<file path="src/rtl/tile_spawner_pkg.sv">
`default_nettype none
// ============================================================================
// Module   : tile_spawner_pkg
// Purpose  : Shared types for the tile spawner: tile kinds, board points,
//            shape extents, FSM states and the shape pattern table.
// Revision : 1.0 - initial release
// ============================================================================
package tile_spawner_pkg;

    // Coordinate widths are sized for a 16-column by 32-row board
    localparam int c_x_w   = 5;
    localparam int c_y_w   = 6;
    localparam int c_rom_w = 24;
    localparam int c_rom_d = 32;

    typedef enum logic [2:0] {
        eNon = 3'd0,
        eI   = 3'd1,
        eJ   = 3'd2,
        eL   = 3'd3,
        eO   = 3'd4,
        eS   = 3'd5,
        eT   = 3'd6,
        eZ   = 3'd7
    } tile_type_e;

    typedef struct packed {
        logic signed [c_x_w-1:0] x;
        logic signed [c_y_w-1:0] y;
    } point_t;

    typedef struct packed {
        logic [2:0] min_x_m;
        logic [2:0] max_x_m;
        logic [2:0] max_y_m;
    } shape_info_t;

    typedef enum logic [2:0] {
        eIDLE    = 3'd0,
        eFetch   = 3'd1,
        eUpdate  = 3'd2,
        eWaiting = 3'd3,
        eOver    = 3'd4
    } state_t;

    // Shape word: four cells, cell k at bits [6k+5:6k] = {x[2:0], y[2:0]},
    // local box coordinates with y growing downwards. Each quarter turn maps
    // (x,y) -> (n-1-y, x) inside the piece's own bounding box (4 for I, 3
    // for the others); the O piece is rotation invariant.
    function automatic logic [c_rom_w-1:0] shape_word(input logic [4:0] addr);
        logic [3:0][2:0] xs;
        logic [3:0][2:0] ys;
        logic [3:0][2:0] nx;
        logic [2:0]      n_m1;
        logic            spin;
        logic [1:0]      ang;
        logic [c_rom_w-1:0] word;
        ang  = addr[1:0];
        spin = 1'b1;
        n_m1 = 3'd2;
        case (tile_type_e'(addr[4:2]))
            eI: begin xs = {3'd3, 3'd2, 3'd1, 3'd0}; ys = {3'd1, 3'd1, 3'd1, 3'd1}; n_m1 = 3'd3; end
            eJ: begin xs = {3'd2, 3'd1, 3'd0, 3'd0}; ys = {3'd1, 3'd1, 3'd1, 3'd0}; end
            eL: begin xs = {3'd2, 3'd1, 3'd0, 3'd2}; ys = {3'd1, 3'd1, 3'd1, 3'd0}; end
            eO: begin xs = {3'd2, 3'd1, 3'd2, 3'd1}; ys = {3'd1, 3'd1, 3'd0, 3'd0}; spin = 1'b0; end
            eS: begin xs = {3'd1, 3'd0, 3'd2, 3'd1}; ys = {3'd1, 3'd1, 3'd0, 3'd0}; end
            eT: begin xs = {3'd2, 3'd1, 3'd0, 3'd1}; ys = {3'd1, 3'd1, 3'd1, 3'd0}; end
            eZ: begin xs = {3'd2, 3'd1, 3'd1, 3'd0}; ys = {3'd1, 3'd1, 3'd0, 3'd0}; end
            default: begin xs = '0; ys = '0; spin = 1'b0; end
        endcase
        for (int r = 0; r < 3; r++) begin
            if (spin && (2'(r) < ang)) begin
                for (int k = 0; k < 4; k++) begin
                    nx[k] = n_m1 - ys[k];
                end
                ys = xs;
                xs = nx;
            end
        end
        for (int k = 0; k < 4; k++) begin
            word[6*k +: 6] = {xs[k], ys[k]};
        end
        return word;
    endfunction

    // Horizontal extent and lowest row of a shape word
    function automatic shape_info_t shape_info(input logic [c_rom_w-1:0] word);
        shape_info_t info;
        info.min_x_m = 3'd7;
        info.max_x_m = 3'd0;
        info.max_y_m = 3'd0;
        for (int k = 0; k < 4; k++) begin
            if (word[6*k+3 +: 3] < info.min_x_m) info.min_x_m = word[6*k+3 +: 3];
            if (word[6*k+3 +: 3] > info.max_x_m) info.max_x_m = word[6*k+3 +: 3];
            if (word[6*k   +: 3] > info.max_y_m) info.max_y_m = word[6*k   +: 3];
        end
        return info;
    endfunction

endpackage
`default_nettype wire

</file>
<file path="src/rtl/tile_spawner_fifo.sv">
`default_nettype none
// ============================================================================
// Module   : tile_preview_fifo
// Purpose  : Preview queue of upcoming tiles (type + angle) with count,
//            full and empty flags; pointers wrap modulo depth_p.
// Revision : 1.0 - initial release
// ============================================================================
module tile_preview_fifo
    import tile_spawner_pkg::*;
#(
    parameter int depth_p = 4
) (
    input  logic                         clk_i,
    input  logic                         reset_i,
    input  logic                         push_i,
    input  logic                         pop_i,
    input  tile_type_e                   type_i,
    input  logic [1:0]                   angle_i,
    output tile_type_e                   type_o,
    output logic [1:0]                   angle_o,
    output logic [$clog2(depth_p+1)-1:0] count_o,
    output logic                         full_o,
    output logic                         empty_o
);

    localparam int c_ptr_w = (depth_p > 1) ? $clog2(depth_p) : 1;
    localparam int c_cnt_w = $clog2(depth_p + 1);

    tile_type_e           r_type_mem  [depth_p];
    logic [1:0]           r_angle_mem [depth_p];
    logic [c_ptr_w-1:0]   r_wr;
    logic [c_ptr_w-1:0]   r_rd;
    logic [c_cnt_w-1:0]   r_count;
    logic                 w_push_ok;
    logic                 w_pop_ok;

    assign full_o    = (r_count == c_cnt_w'(depth_p));
    assign empty_o   = (r_count == '0);
    assign count_o   = r_count;
    assign w_push_ok = push_i & ~full_o;
    assign w_pop_ok  = pop_i & ~empty_o;
    assign type_o    = r_type_mem[r_rd];
    assign angle_o   = r_angle_mem[r_rd];

    // Storage write; contents need no reset because the count gates visibility
    always_ff @(posedge clk_i) begin
        if (w_push_ok) begin
            r_type_mem[r_wr]  <= type_i;
            r_angle_mem[r_wr] <= angle_i;
        end
    end

    // Pointer and occupancy tracking; simultaneous push and pop keeps the count
    always_ff @(posedge clk_i) begin
        if (reset_i) begin
            r_wr    <= '0;
            r_rd    <= '0;
            r_count <= '0;
        end else begin
            if (w_push_ok) begin
                r_wr <= (r_wr == c_ptr_w'(depth_p - 1)) ? '0 : r_wr + 1'b1;
            end
            if (w_pop_ok) begin
                r_rd <= (r_rd == c_ptr_w'(depth_p - 1)) ? '0 : r_rd + 1'b1;
            end
            case ({w_push_ok, w_pop_ok})
                2'b10:   r_count <= r_count + 1'b1;
                2'b01:   r_count <= r_count - 1'b1;
                default: r_count <= r_count;
            endcase
        end
    end

endmodule
`default_nettype wire

</file>
<file path="src/rtl/tile_spawner_rom.sv">
`default_nettype none
// ============================================================================
// Module   : memory_pattern
// Purpose  : Shape ROM, combinational read, addressed by {type, angle}.
// Revision : 1.0 - initial release
// ============================================================================
module memory_pattern
    import tile_spawner_pkg::*;
#(
    parameter int width_p = 24,
    parameter int depth_p = 32
) (
    input  logic [$clog2(depth_p)-1:0] addr_i,
    output logic [width_p-1:0]         data_o
);

    // Table contents come from the shared shape function
    assign data_o = width_p'(shape_word(addr_i));

endmodule
`default_nettype wire

</file>
<file path="src/rtl/tile_spawner.sv">
`default_nettype none
// ============================================================================
// Module   : tile_spawner
// Purpose  : Buffers upcoming tiles, pops one per spawn request, derives the
//            spawn position from the shape ROM, hands the tile to the
//            collision manager and latches game over on a colliding spawn.
// Revision : 1.0 - initial release
// ============================================================================
module tile_spawner
    import tile_spawner_pkg::*;
#(
    parameter int height_p        = 32,
    parameter int width_p         = 16,
    parameter int preview_depth_p = 4,
    parameter int center_mode_p   = 1,
    parameter int debug_p         = 0
) (
    input  logic       clk_i,
    input  logic       reset_i,
    input  tile_type_e tile_type_i,
    input  logic [1:0] tile_type_angle_i,
    input  logic       v_i,
    output logic       ready_o,
    output tile_type_e next_type_o,
    output logic [1:0] next_angle_o,
    output logic       next_v_o,
    input  logic       spawn_i,
    output tile_type_e tile_type_o,
    output logic [1:0] tile_type_angle_o,
    output point_t     pos_o,
    output logic       v_o,
    input  logic       cm_is_ready_i,
    input  logic       cm_collide_i,
    output logic       done_o,
    output logic       game_over_o
);

    localparam int c_cnt_w = $clog2(preview_depth_p + 1);

    // Board must fit the signed point fields; tracing is not built into RTL
    if ((width_p > (1 << (c_x_w - 1))) || (height_p > (1 << (c_y_w - 1)))
        || (preview_depth_p < 1) || (debug_p < 0) || (debug_p > 1)) begin : g_bad_params
        $error("tile_spawner: unsupported parameter combination");
    end

    state_t              r_state;
    logic                r_pending;
    tile_type_e          r_type;
    logic [1:0]          r_angle;
    point_t              r_point;
    logic                r_v;
    logic                r_game_over;

    tile_type_e          w_head_type;
    logic [1:0]          w_head_angle;
    logic [c_cnt_w-1:0]  w_count;
    logic                w_full;
    logic                w_empty;
    logic                w_push;
    logic                w_start;
    logic [c_rom_w-1:0]  w_rom_data;
    shape_info_t         w_info;
    int                  w_span;
    int                  w_x_calc;
    point_t              w_spawn_point;

    assign ready_o = ~w_full & ~r_game_over;
    assign w_push  = v_i & ready_o;
    assign w_start = (r_state == eIDLE) & (r_pending | spawn_i) & ~w_empty;

    tile_preview_fifo #(
        .depth_p (preview_depth_p)
    ) u_fifo (
        .clk_i   (clk_i),
        .reset_i (reset_i),
        .push_i  (w_push),
        .pop_i   (w_start),
        .type_i  (tile_type_i),
        .angle_i (tile_type_angle_i),
        .type_o  (w_head_type),
        .angle_o (w_head_angle),
        .count_o (w_count),
        .full_o  (w_full),
        .empty_o (w_empty)
    );

    assign next_v_o     = (w_count != '0);
    assign next_type_o  = w_empty ? eNon  : w_head_type;
    assign next_angle_o = w_empty ? 2'd0  : w_head_angle;

    memory_pattern #(
        .width_p (c_rom_w),
        .depth_p (c_rom_d)
    ) u_rom (
        .addr_i ({r_type, r_angle}),
        .data_o (w_rom_data)
    );

    assign w_info = shape_info(w_rom_data);

    // Spawn position: one row above the board for the shape's lowest cell,
    // x either legacy fixed or centred on the real horizontal extent
    always_comb begin
        w_span   = int'(w_info.max_x_m) - int'(w_info.min_x_m) + 1;
        w_x_calc = (width_p - w_span) / 2 - int'(w_info.min_x_m);
        if (center_mode_p == 0) begin
            w_x_calc = width_p / 2 - 2;
        end
        w_spawn_point.x = c_x_w'(w_x_calc);
        w_spawn_point.y = ~{{(c_y_w - 3){1'b0}}, w_info.max_y_m};
    end

    assign tile_type_o       = r_type;
    assign tile_type_angle_o = r_angle;
    assign pos_o             = r_point;
    assign v_o               = r_v;
    assign game_over_o       = r_game_over;
    assign done_o            = (r_state == eWaiting) & cm_is_ready_i & ~cm_collide_i;

    // Spawn sequencer with merged pending request and registered outputs
    always_ff @(posedge clk_i) begin
        if (reset_i) begin
            r_state     <= eIDLE;
            r_pending   <= 1'b0;
            r_type      <= eNon;
            r_angle     <= 2'd0;
            r_point     <= '0;
            r_v         <= 1'b0;
            r_game_over <= 1'b0;
        end else begin
            r_v <= 1'b0;
            if (w_start) begin
                r_pending <= 1'b0;
            end else if (spawn_i && (r_state != eOver)) begin
                r_pending <= 1'b1;
            end
            case (r_state)
                eIDLE: begin
                    if (w_start) begin
                        r_type  <= w_head_type;
                        r_angle <= w_head_angle;
                        r_state <= eFetch;
                    end
                end
                eFetch: begin
                    r_point <= w_spawn_point;
                    r_v     <= 1'b1;
                    r_state <= eUpdate;
                end
                eUpdate: begin
                    r_state <= eWaiting;
                end
                eWaiting: begin
                    if (cm_is_ready_i) begin
                        if (cm_collide_i) begin
                            r_state     <= eOver;
                            r_game_over <= 1'b1;
                        end else begin
                            r_state <= eIDLE;
                        end
                    end
                end
                eOver: begin
                    r_state <= eOver;
                end
                default: begin
                    r_state <= eIDLE;
                end
            endcase
        end
    end

endmodule
`default_nettype wire
</file>
<file path="config.mk">
export PLATFORM = sky130hd
export DESIGN_NAME = tile_spawner
export DESIGN_NICKNAME = d
export VERILOG_FILES = /design/src/rtl/tile_spawner_pkg.sv /design/src/rtl/tile_spawner_fifo.sv /design/src/rtl/tile_spawner_rom.sv /design/src/rtl/tile_spawner.sv
export SDC_FILE = /design/constraint.sdc
export NUM_CORES = 1
export LEC_CHECK = 0
export BUFFER_PORTS_ARGS = -buffer_cell sky130_fd_sc_hd__buf_4
export CORE_ASPECT_RATIO = 0.6
export CORE_UTILIZATION = 55
export CTS_CLUSTER_SIZE = 28
export DETAILED_ROUTE_END_ITERATION = 8
export PLACE_DENSITY = 0.74
export SLEW_MARGIN = 5
export SYNTH_ARGS = -nofsm -noshare
export SYNTH_HDL_FRONTEND = slang
export SYNTH_SLANG_ARGS = --single-unit
</file>
<file path="constraint.sdc">
create_clock -name clk_i -period 20.5 [get_ports clk_i]
set_input_delay 4.1 -clock clk_i [delete_from_list [all_inputs] [get_ports clk_i]]
set_output_delay 4.1 -clock clk_i [all_outputs]
set_load 0.02 [all_outputs]
</file>
==> results.ini <==
[worst_setup_path]
path_common_cell = ha_1
r2r_end = pos_o[10]$_SDFFE_PP0P_
cpPeakStageDelay_ns = 0.80
path_class = reg2reg
regToRegSetupSlack_ns = 11.48
worst-path-buf-inv = 2
crit_arrival_ns = 9.24
r2r-start = tile_type_o[0]$_SDFFE_PP0P_
crit_required_ns = 20.71
critPathCaptureType = flop
cp-start-kind = flop
r2r_cells = 36
crit_fanout = 24
crit_family = compound AO/OA/AOI/OAI gates
cpMaxStageDelayCell = dfxtp_1

[grt]
grt_usage_pct = 26.0
first_global_vias = 3330
antenna_found_initial = 0
gr-total-overflow = 0
grt_max_degree = 29
grt_pass1_wl_mm = 16.3

[hold_path]
min-delay-start = pos_o[2]$_SDFFE_PP0P_
min_to = pos_o[2]$_SDFFE_PP0P_
hp-class = reg2reg
hold_depth = 2

[floorplan]
initial_core_util_pct = 57.4
fp.dieW_um = 115
core-area_mm2 = 0.00733
std_cell_rows = 24
dieArea_mm2 = 0.00802
die_y_um = 69.8
io-pin-count = 37

[cells_and_area]
antenna_cells = 0
layout_commonest_cell = ha_1
area_growth_pct = 10.6
drive_gt1_share_pct = 13.4
nets = 571
layout_common_cells = ha_1, nor2_1, buf_4

[synth]
syn-mean-instance-area_um2 = 8.82
synth_seq_area_share_pct = 28.1
synth_nets = 549
yosysWarnings = 0
ys.flop_type = dfxtp_1
yosysTopAreaCell = ha_1
synth_cell_types = 64
yosysTopAreaCellShare_pct = 17.2
syn_inst = 477
synth-async-reset-ratio_pct = 0
synth_seq_cells = 49
synth_edf_count = 20
yosys-top-cells-area = ha_1, edfxtp_1, dfxtp_1, a21oi_1, nor2_1
synth_area_mm2 = 0.00421

[run]
cap_viol_max_count = 0

[sta]
worstMarginPinSlew_ns = 1.12
tns_ns = 0
skew_ns = 0.00475
fin_crit_ns = 9.02
slew_headroom_pct = 25.0
finalCritPeriodShare_pct = 44.0
rsz0062_at_grt = no
fmax_mhz = 111
setup_viol_count_final = 0
finalHoldViolations = 0
slew_viol_final = 0

[placement]
dp_hpwl_mm = 7.62
gp_congestion = 0.883
port_buffers = 36

[cts]
clk_latency_ns = 0.29
post_cts_buffers = 0
clk_pin_slew_ns = 0.06
htreeDepth = 2
cts-resized-gates = 0
cts.sinks = 49
cts_root_buffer = clkbuf_16
cts_tree = built
cts_max_path_buffers = 2
numCtsBuffers = 5
hold_buffers = 0

[route]
drc = 0
wire_per_inst_um = 16.4
drt_wl_total_mm = 9.91
drtAntennaViolNets = 0
dr.pass1.iters = 5
via_per_inst = 5.98
drtIter0Drc = 209
vias = 3611

[status]
outcome = complete, no violations

synth_stat cells, types with 2 or more instances:
master,number
ha_1,58
nor2_1,45
inv_1,38
a21oi_1,34
dfxtp_1,29
nand2_1,28
edfxtp_1,20
mux2i_1,16
o21ai_0,15
a21o_1,12
nor3_1,12
nor2b_1,11
buf_2,10
mux2_2,10
a211oi_1,9
a31oi_1,9
and3_1,9
clkbuf_1,9
nand2b_1,7
o21a_1,7
nand3_1,6
and2_1,5
mux4_2,5
a32oi_1,4
o21bai_1,4
o22ai_1,4
or2_2,4
xor2_1,4
a211o_1,3
fa_1,3
nand3b_1,3
o211ai_1,3
or3_1,3
a21boi_0,2
a22oi_1,2
buf_1,2
buf_4,2
nor4_1,2
o2111ai_1,2
o22a_1,2
through the flow:
step / cells / hold WS, ns / worst slack [ns] / utilization, % / cell area [um^2]
3_3_place_gp: 596 / 0.442 / 11.85 / 61.6 / 4510
4_1_cts: 604 / 0.463 / 11.57 / 63.5 / 4650
2_1_floorplan: 477 / 0.457 / 11.79 / - / 4210
5_1_grt: 604 / 0.475 / 10.76 / 63.5 / 4650
3_5_place_dp: 596 / 0.448 / 11.58 / 61.6 / 4510
6_report: 604 / 0.460 / 11.48 / 63.5 / 4650
area by class of cell:
cell class / instances / area [um^2]
clock buffer: 6 / 129
clock inverter: 2 / 11.3
fill: 633 / 2670
inverter: 38 / 143
multi-input combinational: 366 / 2770
sequential: 49 / 1180
tap: 104 / 130
timing repair buffer: 39 / 293
logic make-up after synthesis:
logic type / count (synthesis) / share of synthesized area [%]
compound gates: 128 / 20.5
mux: 31 / 9.16
fa+ha+maj: 61 / 18.7
xor+xnor: 5 / 1.04
buf+inv: 62 / 6.18
simple gates: 141 / 16.4
flops: 49 / 28.1
layer usage:
layer	wire length [um]	global-route usage (%)	share of wire [%]	up-vias
li1	-	-	-	1783
met1	5090	40.5	51	1686
met2	4120	37.4	42	130
met3	603	5.16	6.1	12
met4	91	3.75	0.92	0
met5	0	0	0	-
registers in the layout, indices dropped and copies added, names as in the netlist, named ones only:
name,count
u_fifo.r_type_mem,12
pos_o,9
u_fifo.r_angle_mem,8
r_state,3
tile_type_o,3
u_fifo.count_o,3
tile_type_angle_o,2
u_fifo.r_rd,2
u_fifo.r_wr,2
game_over_o,1
r_pending,1
v_o,1
how the worst max path moves through the flow:
stage	from	end	slack (ns)	depth (start not counted)
after floorplan	cm_is_ready_i	done_o	11.79	2
after global placement	cm_collide_i	done_o	11.85	3
after detailed placement	tile_type_o[0]$_SDFFE_PP0P_	pos_o[10]$_SDFFE_PP0P_	11.58	36
after CTS	tile_type_o[0]$_SDFFE_PP0P_	pos_o[10]$_SDFFE_PP0P_	11.57	36
after global routing	tile_type_o[0]$_SDFFE_PP0P_	pos_o[10]$_SDFFE_PP0P_	10.76	36
final	tile_type_o[0]$_SDFFE_PP0P_	pos_o[10]$_SDFFE_PP0P_	11.48	36
tightest hold or removal path, delay by kind of cell (launching register included):
kind / cells / cell delay (ns)
DFF: 1 / 0.31
and+or+nand+nor: 1 / 0.05
AOI/OAI and AO/OA: 1 / 0.05
Power is left out: the tool's default activity adds up to more than one toggle a clock period on the data nets, which glitch-free logic cannot reach.
